$ cat src/rtl/usb_txpkt_framer.sv
`default_nettype none
// ============================================================================
// usb_txpkt_framer : frames PID / payload / CRC16 bytes toward the bit-level TX.
// Optional payload clamp when USB_TXPKT_CLAMP_EN is defined.
// Revision 1.0
// ============================================================================
module usb_txpkt_framer #(
    parameter int unsigned MAX_LEN = 1023
) (
    input  logic       clk,
    input  logic       rst_n,
    input  logic       txpkt_start,
    input  logic [3:0] txpkt_pid,
    input  logic [9:0] txpkt_len,
    input  logic [7:0] txpkt_data,
    output logic       txpkt_data_ack,
    output logic       txpkt_done,
    output logic [7:0] phy_data,
    output logic       phy_valid,
    output logic       phy_last,
    input  logic       phy_ready,
    input  logic       phy_eop_done,
    output logic       busy
);

    localparam logic [2:0] S_IDLE   = 3'd0;
    localparam logic [2:0] S_PID    = 3'd1;
    localparam logic [2:0] S_DATA   = 3'd2;
    localparam logic [2:0] S_CRC_LO = 3'd3;
    localparam logic [2:0] S_CRC_HI = 3'd4;
    localparam logic [2:0] S_EOP    = 3'd5;

    logic [2:0]  state_q,  state_d;
    logic        data_pkt_q, data_pkt_d;
    logic [9:0]  rem_q,    rem_d;
    logic [15:0] crc_q,    crc_d;
    logic        fetch_q,  fetch_d;
    logic        ack_dly_q, ack_dly_d;
    logic [7:0]  pdata_q,  pdata_d;
    logic        pvalid_q, pvalid_d;
    logic        plast_q,  plast_d;
    logic        done_q,   done_d;

    logic [9:0]  len_eff;
    logic        accept;
    logic        out_free;
    logic        load_byte;

`ifdef USB_TXPKT_CLAMP_EN
    localparam logic [9:0] LEN_CAP = 10'(MAX_LEN);
    assign len_eff = (txpkt_len > LEN_CAP) ? LEN_CAP : txpkt_len;
`else
    assign len_eff = txpkt_len;
`endif

    // Reflected CRC16 (0xA001), data bits consumed LSB first.
    function automatic logic [15:0] crc16_byte(input logic [15:0] crc, input logic [7:0] data);
        logic [15:0] c;
        c = crc;
        for (int i = 0; i < 8; i++) begin
            c = (c[0] ^ data[i]) ? ((c >> 1) ^ 16'hA001) : (c >> 1);
        end
        return c;
    endfunction

    assign accept    = pvalid_q & phy_ready;
    assign out_free  = ~pvalid_q | accept;
    assign load_byte = (state_q == S_DATA) & fetch_q & out_free & (rem_q != 10'd0);

    always_comb begin
        state_d    = state_q;
        data_pkt_d = data_pkt_q;
        rem_d      = rem_q;
        crc_d      = crc_q;
        fetch_d    = ack_dly_q ? 1'b1 : fetch_q;
        ack_dly_d  = 1'b0;
        pdata_d    = pdata_q;
        pvalid_d   = pvalid_q;
        plast_d    = plast_q;
        done_d     = 1'b0;

        case (state_q)
            S_IDLE: begin
                // The done cycle still reads as idle, so a coincident start is dropped.
                if (txpkt_start && !done_q) begin
                    data_pkt_d = (txpkt_pid[1:0] == 2'b11);
                    rem_d      = len_eff;
                    crc_d      = 16'hFFFF;
                    fetch_d    = 1'b1;
                    pdata_d    = {~txpkt_pid, txpkt_pid};
                    pvalid_d   = 1'b1;
                    plast_d    = (txpkt_pid[1:0] != 2'b11);
                    state_d    = S_PID;
                end
            end
            S_PID: begin
                if (accept) begin
                    if (!data_pkt_q) begin
                        pvalid_d = 1'b0;
                        plast_d  = 1'b0;
                        state_d  = S_EOP;
                    end else if (rem_q == 10'd0) begin
                        pdata_d = ~crc_q[7:0];
                        plast_d = 1'b0;
                        state_d = S_CRC_LO;
                    end else begin
                        pvalid_d = 1'b0;
                        state_d  = S_DATA;
                    end
                end
            end
            S_DATA: begin
                if (accept && rem_q == 10'd0) begin
                    pdata_d = ~crc_q[7:0];
                    plast_d = 1'b0;
                    state_d = S_CRC_LO;
                end else if (load_byte) begin
                    pdata_d   = txpkt_data;
                    pvalid_d  = 1'b1;
                    plast_d   = 1'b0;
                    crc_d     = crc16_byte(crc_q, txpkt_data);
                    rem_d     = rem_q - 10'd1;
                    fetch_d   = 1'b0;
                    ack_dly_d = 1'b1;
                end else if (accept) begin
                    pvalid_d = 1'b0;
                end
            end
            S_CRC_LO: begin
                if (accept) begin
                    pdata_d = ~crc_q[15:8];
                    plast_d = 1'b1;
                    state_d = S_CRC_HI;
                end
            end
            S_CRC_HI: begin
                if (accept) begin
                    pvalid_d = 1'b0;
                    plast_d  = 1'b0;
                    state_d  = S_EOP;
                end
            end
            S_EOP: begin
                if (phy_eop_done) begin
                    done_d  = 1'b1;
                    state_d = S_IDLE;
                end
            end
            default: begin
                pvalid_d = 1'b0;
                plast_d  = 1'b0;
                state_d  = S_IDLE;
            end
        endcase
    end

    always_ff @(posedge clk or negedge rst_n) begin
        if (!rst_n) begin
            state_q    <= S_IDLE;
            data_pkt_q <= 1'b0;
            rem_q      <= 10'd0;
            crc_q      <= 16'hFFFF;
            fetch_q    <= 1'b0;
            ack_dly_q  <= 1'b0;
            pdata_q    <= 8'd0;
            pvalid_q   <= 1'b0;
            plast_q    <= 1'b0;
            done_q     <= 1'b0;
        end else begin
            state_q    <= state_d;
            data_pkt_q <= data_pkt_d;
            rem_q      <= rem_d;
            crc_q      <= crc_d;
            fetch_q    <= fetch_d;
            ack_dly_q  <= ack_dly_d;
            pdata_q    <= pdata_d;
            pvalid_q   <= pvalid_d;
            plast_q    <= plast_d;
            done_q     <= done_d;
        end
    end

    assign txpkt_data_ack = load_byte;
    assign txpkt_done     = done_q;
    assign phy_data       = pdata_q;
    assign phy_valid      = pvalid_q;
    assign phy_last       = plast_q;
    assign busy           = (state_q != S_IDLE);

endmodule
`default_nettype wire
$ cat config.mk
export PLATFORM = sky130hd
export DESIGN_NAME = usb_txpkt_framer
export DESIGN_NICKNAME = d
export VERILOG_FILES = /design/src/rtl/usb_txpkt_framer.sv
export SDC_FILE = /design/constraint.sdc
export NUM_CORES = 1
export LEC_CHECK = 0
export CORE_MARGIN = 5
export CORE_UTILIZATION = 30
export DETAILED_ROUTE_END_ITERATION = 10
export PLACE_DENSITY = 0.5
export SYNTH_ARGS = -nofsm -noshare
export SYNTH_HDL_FRONTEND = slang
export SYNTH_SLANG_ARGS = --single-unit
$ cat constraint.sdc
create_clock -name clk -period 3.4 [get_ports clk]
set_clock_uncertainty 0.1 [all_clocks]
set_input_delay 1.02 -clock clk [delete_from_list [all_inputs] [get_ports clk]]
set_output_delay 1.02 -clock clk [all_outputs]
set_load 0.1 [all_outputs]
==> impl_metrics.json, run 1 <==
{
  "status": "finished clean",
  "die_y_um": 104,
  "powerDensity_nw_per_um2": 1100,
  "grt.met2_usage": 0.214,
  "worstPathRequired_ns": 2.28,
  "start_kind": "primary input",
  "viasPerCell": 5.17,
  "numCtsBuffers": 5,
  "grtUsageMet3": 0.0255,
  "overflow": 0,
  "syn-cell-area_um2": 2660,
  "yosysSeqAreaShare": 0.412,
  "drtPass1Iterations": 4,
  "crit_path_cell_trace": "clkdlybuf4s50_1 > o2111ai_1 > nor2_2 > buf_12",
  "clk_latency_ns": 0.31,
  "ys_ff_latch": 43,
  "hold_viol": 0,
  "grt_start_max_net_pins": 35,
  "post_drt_wl_per_cell_um": 16.3,
  "ant_nets": 0,
  "clkPwrFrac": 0.105,
  "yosys_warnings": 0,
  "met1_usage": 0.199,
  "root_buffer": "clkbuf_8",
  "hold_class": "reg2reg",
  "dp_slack_ns": 0.0696,
  "fin_crit_sh": 0.976,
  "syn_avg_cell_area_um2": 8.90,
  "synth_flop_cell": "dfrtp_1",
  "antenna_found_initial": 0,
  "post-route-drc-count": 0,
  "vias": 2325,
  "layout_commonest_cell": "o21ai_0",
  "gp_congestion": 0.813,
  "cts_buffer_depth": 2,
  "pin_count": 40,
  "cp_slowest_cell": "clkdlybuf4s50_1",
  "peakVddDrop_v": 0.000334,
  "yosysUniqueCellTypes": 49,
  "power.switching_mw": 1.80,
  "grt_pass1_vias": 2313,
  "final_core_util": 0.378,
  "wirelength_um": 7340,
  "internal-power_mw": 1.83,
  "maxSlewViolCount": 0,
  "coreArea_um2": 8680,
  "stdcell_area_um2": 3280,
  "syn_nets": 327,
  "power.share.switching": 0.496,
  "start_util": 0.307,
  "maxSlewHeadroom": 0.466,
  "fill_cells": 897,
  "placed_area_um2": 3170,
  "synthToLayoutAreaGrowth_pct": 23.4,
  "worst_slack_ns": 0.0819,
  "p_leak_nw": 1.38,
  "drt-initial-drc-count": 183,
  "timing.fmax_mhz": 301,
  "dp_hpwl_um": 5320,
  "cts.clk_slew.worst_paths_ns": 0.10,
  "slowest_delay_ns": 0.52,
  "r2r_slack_ns": 0.57,
  "fp.dieW_um": 104,
  "rsz0062_at_grt": "no",
  "crit_type": "in2out",
  "finalPower_mw": 3.62,
  "final.setup.tns_ns": 0,
  "cts_tree": "built",
  "diodes": 0,
  "end_kind": "output port",
  "cts.htree.levels": 2,
  "maxCapViolCount": 0,
  "grt_pass1_wl_um": 12400,
  "final_layout_size_suffix_gt1_frac": 0.184,
  "seqPwrFrac": 0.284,
  "postCtsSetupBuffers": 0,
  "period_needed_ns": 3.32,
  "synth_edf_count": 0,
  "crit_fanout": 3,
  "comb_power_share": 0.611,
  "setup_viol": 0,
  "synth_cells": 299,
  "cp.arrival_ns": 2.20,
  "track_usage": 0.139,
  "top_usage_layer": "met2",
  "cts.sinks": 43,
  "worst_pin_slew_ns": 0.801,
  "placementRows": 34,
  "numPortBuffers": 39,
  "final_cell_mix": "o21ai_0, nor2_1, dfrtp_1",
  "synthArstFlopShare": 1.00,
  "nets": 369,
  "die_area_um2": 10900
}
[flip-flops by register name, summed over array words and instances (netlist names)]
signal and count:
phy_data 8, ack_dly_q 1, phy_valid 1, state_q 3, rem_q 10, txpkt_done 1
crc_q 16, data_pkt_q 1, fetch_q 1, phy_last 1
[layout make-up]
| cell class | count | area (um2) | share of cell area |
|---|---|---|---|
| multi-input cells | 220 | 1410 | 0.430 |
| flip-flops and latches | 43 | 1100 | 0.334 |
| repair buffers | 52 | 463 | 0.141 |
| well taps | 108 | 135 | 0.0411 |
| clock buffers | 6 | 93.8 | 0.0286 |
| inverters | 19 | 71.3 | 0.0217 |
| clock inverters | 2 | 13.8 | 0.00419 |
[worst max-delay path: cells and delay by family]
kind	cells	cell delay [ns]
and+or+nand+nor	1	0.25
AOI/OAI and AO/OA	1	0.19
buffers and inverters	2	0.73
[power groups by stage]
stage          Combinational (mW)  Sequential [mW]  Clock, mW
2_1_floorplan                1.39             1.33          0
3_3_place_gp                 2.21             1.03          0
3_5_place_dp                 2.21             1.03          0
4_1_cts                      2.23             1.03      0.396
5_1_grt                      2.41             1.07      0.414
6_report                     2.22             1.03      0.381
[logic make-up after synthesis]
family          Yosys count  synth area share
xor+xnor                 23            0.0860
mux                       6            0.0305
flops                    43             0.412
buf+inv                  36            0.0606
simple gates             90             0.167
compound gates          100             0.239
fa+ha+maj                 1           0.00470
[through the flow]
step	std cells	hold WS [ns]
after floorplan	299	0.346
final	450	0.381
after global placement	442	0.353
after global routing	450	0.426
after detailed placement	442	0.364
after CTS	450	0.387
[routing by layer]
metal	routed length [um]	up-vias	share of wire
met3	267	5	0.036
met4	73	0	0.0099
met5	0	-	0
li1	-	1172	-
met1	3620	1102	0.49
met2	3390	46	0.46
[cell usage after synthesis, types with 2 or more instances]
cell type / number / area, um2
buf_6: 3 / 33.8
o31ai_1: 2 / 15.0
mux2_4: 4 / 60.1
or3_1: 2 / 12.5
dfstp_2: 16 / 420
nor3_1: 19 / 95.1
o22ai_1: 6 / 37.5
clkbuf_1: 12 / 45.0
nand2_1: 21 / 78.8
nand3_1: 2 / 10.0
dfrtp_1: 27 / 676
xnor3_1: 2 / 45.0
a31oi_1: 2 / 12.5
xor2_1: 6 / 52.6
inv_1: 19 / 71.3
a221o_1: 8 / 80.1
a21oi_1: 23 / 115
a32o_1: 4 / 40.0
nor2_1: 32 / 120
a22oi_1: 5 / 37.5
a211oi_1: 3 / 22.5
nor4_1: 3 / 18.8
xnor2_1: 15 / 131
a32oi_1: 3 / 26.3
o21ai_0: 36 / 180
[timing repair]
action                     in CTS  in global routing
hold buffers                    0                  0
setup endpoints to repair       1                  0
gates resized for setup         1                  0
[worst paths after layout]
path / to / cells after the start / from
min: crc_q[1] / 2 / crc_q[9]
min reg2reg: crc_q[1] / 2 / crc_q[9]
max: txpkt_data_ack / 4 / phy_ready
max in group asynchronous: crc_q[9] / 2 / rst_n
max reg2reg: phy_data[6] / 7 / rem_q[0]
min in group asynchronous: rem_q[2] / 1 / rst_n
(Power assumes the default switching activity.)
==> inputs of run 2 (changes only) <==
--- a/config.mk
+++ b/config.mk
@@ -8,6 +8,7 @@
 export CORE_MARGIN = 5
 export CORE_UTILIZATION = 30
 export DETAILED_ROUTE_END_ITERATION = 10
+export GPL_ROUTABILITY_DRIVEN = 0
 export PLACE_DENSITY = 0.5
 export SYNTH_ARGS = -nofsm -noshare
 export SYNTH_HDL_FRONTEND = slang
==> results of run 2 <==
Final layout, timing and power as in run 1 (identical DEF).
==> inputs of run 3 (changes only) <==
--- a/config.mk
+++ b/config.mk
@@ -9,6 +9,7 @@
 export CORE_UTILIZATION = 30
 export DETAILED_ROUTE_END_ITERATION = 10
 export GPL_ROUTABILITY_DRIVEN = 0
+export GPL_TIMING_DRIVEN = 0
 export PLACE_DENSITY = 0.5
 export SYNTH_ARGS = -nofsm -noshare
 export SYNTH_HDL_FRONTEND = slang
==> impl_metrics.json, run 3 (same netlist as run 1, synthesis figures left out) <==
{
  "hold_class": "reg2reg",
  "highest_layer": "met4",
  "finalPower_mw": 3.62,
  "wl_met2_um": 3570,
  "final_cell_mix": "o21ai_0, clkdlybuf4s50_1, nor2_1",
  "clk_latency_ns": 0.30,
  "vias": 2381,
  "layout_commonest_cell": "o21ai_0",
  "drt-initial-drc-count": 190,
  "rsz0062_at_grt": "no",
  "antenna_found_initial": 0,
  "routed-wl-met3_um": 281,
  "diodes": 0,
  "largest_reg_flops": 16,
  "placementRows": 34,
  "cts_tree": "built",
  "numPortBuffers": 39,
  "nets": 375,
  "cp.arrival_ns": 2.16,
  "viasPerCell": 5.22,
  "overflow": 0,
  "wirelength_um": 7660,
  "start_kind": "register",
  "pin_count": 40,
  "root_buffer": "clkbuf_8",
  "fill_cells": 902,
  "synthToLayoutAreaGrowth_pct": 24.8,
  "worst_pin_slew_ns": 0.979,
  "wl_met1_um": 3720,
  "worst_slack_ns": 0.117,
  "coreArea_um2": 8680,
  "post_drt_wl_per_cell_um": 16.8,
  "cts_buffer_depth": 2,
  "status": "finished clean",
  "crit_type": "reg2out",
  "setup_viol": 0,
  "final_layout_size_suffix_gt1_frac": 0.129,
  "cts.htree.levels": 2,
  "peakVddDrop_v": 0.000297,
  "final_core_util": 0.383,
  "numCtsBuffers": 5,
  "powerDensity_nw_per_um2": 1090,
  "worstPathRequired_ns": 2.28,
  "dp_hpwl_um": 5640,
  "post-route-drc-count": 0,
  "drtPass1Iterations": 4,
  "track_usage": 0.141,
  "start_util": 0.307,
  "p_leak_nw": 1.35,
  "maxCapViolCount": 0,
  "period_needed_ns": 3.28,
  "die_y_um": 104,
  "fin_crit_sh": 0.966,
  "cts.sinks": 43,
  "maxSlewHeadroom": 0.345,
  "cts.clk_slew.worst_paths_ns": 0.08,
  "dp_slack_ns": -1.51,
  "timing.fmax_mhz": 305,
  "crit_fanout": 11,
  "grt_pass1_wl_um": 12700,
  "grt_pass1_vias": 2454,
  "end_kind": "output port",
  "hold_ws_ns": 0.388,
  "hold_viol": 0,
  "fp.dieW_um": 104,
  "final.setup.tns_ns": 0,
  "maxSlewViolCount": 0,
  "ant_nets": 0,
  "grt_start_max_net_pins": 27,
  "die_area_um2": 10900,
  "regMostFlops": "crc_q"
}
run 3: metrics by stage:
step	std cells	area, um2
global route	456	3320
floorplan	299	2660
finish	456	3320
detailed placement	447	3200
global placement	446	3190
CTS	456	3320
run 3: power breakdown:
group / switching [mW] / leakage [nW] / internal [mW]
combinational: 1.45 / 0.793 / 0.862
clock: 0.186 / 0.0455 / 0.145
sequential: 0.195 / 0.507 / 0.782
run 3: what timing repair did:
action,in CTS,in global routing
hold buffers,0,0
endpoints found under the hold margin,0,0
resized for setup,15,1
buffers inserted,1,1
pin swaps,2,1
endpoints found under the setup margin,2,1
run 3: critical path, stage by stage, from the launching register on:
cell and delay, ns:
dfrtp_1 0.42, inv_1 0.07, ha_2 0.20, or4b_1 0.46, buf_6 0.16, nor3_4 0.24, nor2_4 0.12, buf_12 0.19
run 3: final cells by class:
class / count / area, um2 / share of cell area
clock inverters: 2 / 11.3 / 0.00339
clock buffers: 6 / 72.6 / 0.0218
flip-flops and latches: 43 / 1100 / 0.330
well taps: 108 / 135 / 0.0407
plain buffers: 16 / 86.3 / 0.0260
repair buffers: 42 / 428 / 0.129
inverters: 19 / 71.3 / 0.0215
multi-input cells: 220 / 1420 / 0.428
run 3: final timing paths:
path                           start        endpoint  slack [ns]  depth (start not counted)
min in group asynchronous      rst_n        rem_q[3]        0.55                          1
max in group asynchronous      rst_n        crc_q[1]        2.08                          2
setup / recovery            rem_q[0]  txpkt_data_ack        0.12                          7
setup reg to reg            rem_q[0]     phy_data[7]        0.51                          9
hold reg to reg            ack_dly_q         fetch_q        0.39                          2
hold / removal             ack_dly_q         fetch_q        0.39                          2
run 3: per-layer routing:
metal  vias to the layer above  GRT usage
met5                         -          0
met4                         0     0.0453
met3                         9     0.0286
met2                        58      0.224
met1                      1136      0.192
li1                       1178          -
